File: src/rtl/sum1b_primitive_core.sv
// 1-bit full adder built from gate primitives, with a register stage and an
// optional bit-serial mode that recirculates the registered carry.
module sum1b_primitive_core (
  input  logic clk,
  input  logic rst_n,
  input  logic A,
  input  logic B,
  input  logic Ci,
  input  logic ser_en,
  input  logic clr,
  output logic S,
  output logic Cout,
  output logic S_q,
  output logic Cout_q,
  output logic valid_q
);

  logic r_sumQ;
  logic r_coutQ;
  logic r_carryQ;
  logic r_validQ;

  wire w_ciEff;
  wire w_aXorB;
  wire w_sum;
  wire w_aAndB;
  wire w_aAndCi;
  wire w_bAndCi;
  wire w_cout;

  // Serial mode takes the carry from the previous bit instead of the port.
  assign w_ciEff = ser_en ? r_carryQ : Ci;

  xor u_xorAb  (w_aXorB, A, B);
  xor u_xorSum (w_sum, w_aXorB, w_ciEff);

  and u_andAb  (w_aAndB, A, B);
  and u_andACi (w_aAndCi, A, w_ciEff);
  and u_andBCi (w_bAndCi, B, w_ciEff);
  or  u_orCout (w_cout, w_aAndB, w_aAndCi, w_bAndCi);

  assign S    = w_sum;
  assign Cout = w_cout;

  // clr only clears the recirculated carry; the result registers still
  // capture the current combinational values.
  always_ff @(posedge clk or negedge rst_n) begin
    if (!rst_n) begin
      r_sumQ   <= 1'b0;
      r_coutQ  <= 1'b0;
      r_carryQ <= 1'b0;
      r_validQ <= 1'b0;
    end else begin
      r_sumQ   <= w_sum;
      r_coutQ  <= w_cout;
      r_carryQ <= clr ? 1'b0 : w_cout;
      r_validQ <= 1'b1;
    end
  end

  assign S_q     = r_sumQ;
  assign Cout_q  = r_coutQ;
  assign valid_q = r_validQ;

endmodule

File: config.mk
export PLATFORM = sky130hd
export DESIGN_NAME = sum1b_primitive_core
export DESIGN_NICKNAME = d
export VERILOG_FILES = /design/src/rtl/sum1b_primitive_core.sv
export SDC_FILE = /design/constraint.sdc
export NUM_CORES = 1
export LEC_CHECK = 0
export CAP_MARGIN = 20
export CORE_AREA = 2 2 39 41
export CTS_CLUSTER_DIAMETER = 60
export DETAILED_ROUTE_END_ITERATION = 12
export DIE_AREA = 0 0 41 43
export SKIP_LAST_GASP = 1
export SYNTH_ARGS = -nofsm -noshare
export SYNTH_HDL_FRONTEND = slang
export SYNTH_SLANG_ARGS = --single-unit
File: constraint.sdc
create_clock -name clk -period 1.4 [get_ports clk]
set_input_delay 0.28 -clock clk [delete_from_list [all_inputs] [get_ports clk]]
set_output_delay 0.28 -clock clk [all_outputs]
set_load 0.01 [all_outputs]
==> impl_metrics.json <==
{
  "run_status": "complete, but fails checks",
  "violations": "negative setup slack",
  "ys_warn_count": 0,
  "ant_nets": 0,
  "crit_path_end_kind": "output port",
  "cts_buffers": 3,
  "synthDistinctLibCells": 5,
  "setup_slack_ps": -364.0,
  "crit_cells": 3,
  "clk_latency_ps": 230,
  "fin_total_pwr_uw": 343.5,
  "cts_setup_buffers": 0,
  "finalNetCount": 33,
  "slowest_delay_ps": 500,
  "io_pins": 12,
  "rows": 14,
  "synth_edf_count": 0,
  "track_usage": 0.05651,
  "ir_drop_mv": 0.2473,
  "path_clk_slew_ps": 40,
  "vias": 120,
  "initial_utilization": 0.1049,
  "synth_nets": 16,
  "fin_crit_sh": 1.260,
  "reg2reg_to": "r_carryQ",
  "synth_ff_type": "dfrtp_1",
  "cts_buffer_depth": 2,
  "nFillCells": 148,
  "synth_seq_cells": 4,
  "timing.hold.ws_ps": 250.9,
  "cts.htree.levels": 1,
  "seq_area_frac_synth": 0.6897,
  "place.gp.congestion": 0.5776,
  "dp_cells": 36,
  "r2r_slack_ps": 30,
  "port_buffers": 11,
  "fmax_ghz": 0.5669,
  "finalHoldViolCount": 0,
  "crit_family": "adder cells",
  "async_flop_share": 1.000,
  "setup_viol": 2,
  "path_class": "reg2out",
  "post-synth-top-count-cell": "dfrtp_1",
  "clockRootBuffer": "clkbuf_4",
  "path_buf_inv": 1,
  "path_cells": "mux2_4, fa_1, buf_2",
  "fp.coreArea_sq_um": 1384,
  "wire_per_inst_microns": 9.282,
  "leakagePower_nw": 0.1542,
  "die_y_microns": 43,
  "synthCells": 8,
  "diodes": 0,
  "grt_pass1_wl_microns": 586,
  "yosys-top-cells-area": "dfrtp_1 (69%), fa_1 (14%), mux2_4 (10%)",
  "routed_wl_microns": 362,
  "chipWidth_microns": 41,
  "cap_violations": 0,
  "drc": 0,
  "die_area_sq_um": 1763,
  "cts_tree": "yes",
  "dr.pass1.iters": 1,
  "viasPerCell": 3.077,
  "crit-reg2reg-launch": "r_carryQ",
  "hold_class": "in2async",
  "fin_crit_ps": 1764,
  "worstRegToRegCells": 4,
  "power_density_nw_per_um2": 1153,
  "drive_gt1_frac": 0.3043,
  "drv_slew": 0,
  "drt_iter0_drc": 0,
  "clock-sinks": 4,
  "synth.avg_cell_area_sq_um": 18.14,
  "antenna_found_initial": 0,
  "synth_common_cells": "dfrtp_1 (4), conb_1 (1), fa_1 (1), mux2_4 (1), nor2b_1 (1)",
  "pre_cts_slack_ps": -1013,
  "grt_max_degree": 5,
  "finClkSkew_ps": 1.633,
  "syn2layout_area_growth_pct": 105.2,
  "critPathMaxFanout": 2,
  "grt_pass1_vias": 155,
  "synth_top_area_share": 0.6897,
  "worstPathArrival_ps": 1480,
  "globalRoute.totalOverflow": 0,
  "fin_cells": 39,
  "synth_top_cell_by_area": "dfrtp_1",
  "critical-path-slowest-cell": "fa_1",
  "cp_data_required_time_ps": 1120,
  "rsz0062_at_grt": "true",
  "netlist_area_sq_um": 145.1,
  "worstSetupStartpointType": "register"
}
[placed cells by master (no fill, tap or decap), drive strengths merged]
cell type,count
dlymetal6s2s,2
mux2,1
dlygate4sd2,2
fa,1
buf,3
conb,1
clkdlybuf4s50,5
dfrtp,4
clkbuf,3
nor2b,1
[routing by layer]
| layer | track usage | wire length (microns) | vias to the layer above |
|---|---|---|---|
| met3 | 0.03665 | 75 | 0 |
| met2 | 0.07500 | 168 | 14 |
| met1 | 0.05229 | 119 | 52 |
| li1 | - | - | 54 |
| met4 | 0.06000 | 0 | 0 |
| met5 | 0 | 0 | - |
[worst max-delay path by stage]
stage / start / endpoint / slack, ps
after floorplan: r_carryQ / S / -7
after global placement: ser_en / S / -980
after detailed placement: ser_en / S / -1010
after CTS: r_carryQ / S / -420
after global routing: r_carryQ / S / -420
final: r_carryQ / S / -360
[worst reg2reg max path, stage by stage, from the launching register on]
cell and delay, ps:
dfrtp_1 360, mux2_4 260, fa_1 380, buf_4 150
nor2b_1 120
[final cells by class]
type | count | area (sq um) | area share
clock buffer | 3 | 22.52 | 0.07563
sequential | 4 | 100.1 | 0.3361
timing repair buffer | 12 | 110.1 | 0.3697
tap | 16 | 20.02 | 0.06723
multi-input combinational | 4 | 45.04 | 0.1513
[power breakdown]
group / internal (mW) / switching [mW] / total (mW)
clock: 0.0957 / 0.0445 / 0.140
combinational: 0.0444 / 0.0283 / 0.0727
sequential: 0.128 / 0.00290 / 0.131
[per-stage QoR]
stage	utilization	setup TNS (ps)	instance area [sq um]
global route	0.2152	-765.1	297.8
detailed placement	0.2043	-2904	282.8
global placement	0.2043	-2706	282.8
CTS	0.2116	-739.9	292.8
floorplan	-	-6.849	145.1
finish	0.2152	-627.2	297.8
[state kept, by name, summed over array words and instances (netlist names)]
register  count
r_carryQ      1
S_q           1
valid_q       1
Cout_q        1
[what timing repair did]
item	CTS	global route
pin swaps	1	1
resized for setup	10	2
setup endpoints to repair	5	5
hold buffers	0	0
gates cloned	0	0
[cell families (layout without fill, tap and decap cells)]
| group | Yosys count | after routing | synth area share |
|---|---|---|---|
| DFF | 4 | 4 | 0.6897 |
| other | 1 | 1 | 0.02584 |
| and+or+nand+nor | 1 | 1 | 0.04313 |
| buffers and inverters | 0 | 15 | 0 |
| muxes | 1 | 1 | 0.1034 |
| adders and majority gates | 1 | 1 | 0.1379 |
Power figures use the tool's default switching activity.
==> variant (same settings) <==
Add an input register stage for `A`, `B`, `Ci`, `ser_en` and `clr`; this delays them by one clock.
--- a/src/rtl/sum1b_primitive_core.sv
+++ b/src/rtl/sum1b_primitive_core.sv
@@ -16,4 +16,18 @@
 );
 
+  logic A_q;
+  logic B_q;
+  logic Ci_q;
+  logic ser_en_q;
+  logic clr_q;
+
+  always_ff @(posedge clk) begin
+    A_q      <= A;
+    B_q      <= B;
+    Ci_q     <= Ci;
+    ser_en_q <= ser_en;
+    clr_q    <= clr;
+  end
+
   logic r_sumQ;
   logic r_coutQ;
@@ -30,12 +44,12 @@
 
   // Serial mode takes the carry from the previous bit instead of the port.
-  assign w_ciEff = ser_en ? r_carryQ : Ci;
+  assign w_ciEff = ser_en_q ? r_carryQ : Ci_q;
 
-  xor u_xorAb  (w_aXorB, A, B);
+  xor u_xorAb  (w_aXorB, A_q, B_q);
   xor u_xorSum (w_sum, w_aXorB, w_ciEff);
 
-  and u_andAb  (w_aAndB, A, B);
-  and u_andACi (w_aAndCi, A, w_ciEff);
-  and u_andBCi (w_bAndCi, B, w_ciEff);
+  and u_andAb  (w_aAndB, A_q, B_q);
+  and u_andACi (w_aAndCi, A_q, w_ciEff);
+  and u_andBCi (w_bAndCi, B_q, w_ciEff);
   or  u_orCout (w_cout, w_aAndB, w_aAndCi, w_bAndCi);
 
@@ -54,5 +68,5 @@
       r_sumQ   <= w_sum;
       r_coutQ  <= w_cout;
-      r_carryQ <= clr ? 1'b0 : w_cout;
+      r_carryQ <= clr_q ? 1'b0 : w_cout;
       r_validQ <= 1'b1;
     end
Behaviour: not the same (a bounded check fails within 4 cycles, from zero or initial values and one cycle with rst_n low).
==> variant against the unedited design <==
  * Utilization grew 7.4 points
  * Critical path depth is the same
  * Routed wire length grew 15%
  * Count of clock-buffer cells in the layout grew 1
  * The flow still finishes with violations (negative setup slack)
  * Total power grew 59%
  * Critical path type unchanged
  * Sequential cell count grew 5
  * Synthesized area grew 69%
  * Worst setup slack lost 0.031 ns
  * First-iteration DRC count is the same
  * Cell area grew 34%
==> variant: results (changes against the unedited design) <==
| Metric | Value |
|---|---|
| Wire length on met3 | `80 um (+6.7%)` |
| Resized cells post-CTS | `11 (+1)` |
| Status | `finished, violations left` |
| Most frequent cell after synthesis | `sky130_fd_sc_hd__dfxtp_1` |
| Worst ir drop on vdd | `0.438 mV (+77%)` |
| Cell count after placement | `41 (+14%)` |
| Combinational Power Share | `12.1% (-9.1 points)` |
| Register area share after synthesis | `81.6% (+13 points)` |
| Worst Slack Setup Final | `-0.395 ns (-0.0312 ns)` |
| Clock transition at path regs | `0.06 ns (+0.02 ns)` |
| Number of nets in the synthesized netlist | `21 (+5)` |
| Global-route wire length before repair | `648 um (+11%)` |
| # nets final | `38 (+15%)` |
| Max Used Layer | `met4` |
| Post-Synth Adder-Cell Area | `8.16% (-5.6 points)` |
| Vias | `151 (+26%)` |
| Drt wl/cell | `9.24 um (-0.41%)` |
| Violated checks | `negative setup slack` |
| Global placer's final weighted congestion | `0.579 (+0.19%)` |
| Number of failing setup endpoints in the final timing report | `2 (unchanged)` |
| Via count of the first global-routing pass | `174 (+12%)` |
| GRT Total Usage | `7.11% (+1.5 points)` |
| Insertion delay of the later-clocked pin in the worst-skew pair | `0.26 ns (+0.03 ns)` |
| Pre-CTS setup slack | `-0.558 ns (+0.456 ns)` |
| Fillcell total | `146 (-1.4%)` |
-- variant: cell types whose count changed after synthesis, sizes merged --
cell and change:
dfxtp +5
-- variant: worst paths after layout --
kind | from | end | slack, ns | cells past startpoint
max in group asynchronous | rst_n | Cout_q | 1.02 | 1
setup / recovery | r_carryQ | S | -0.40 | 3
setup reg to reg | r_carryQ | r_carryQ | 0.02 | 4
hold reg to reg | clr_q | r_carryQ | 0.39 | 1
min in group clk | clr_q | r_carryQ | 0.39 | 1
hold / removal | rst_n | S_q | 0.21 | 1
-- variant: final cells by class --
class	instances	area [sq um]	share of cell area, %
well taps	16	20.0	5.00
multi-input cells	4	45.0	11.2
repair buffers	12	108	26.9
flip-flops and latches	9	201	50.3
clock buffers	4	26.3	6.56
-- variant: worst max-delay path: cells and delay by family, from the launching register on --
family,cells,cell delay (ns)
flip-flops,1,0.37
buffers and inverters,1,0.13
adder cells (fa/ha/maj),1,0.49
multiplexers,1,0.26
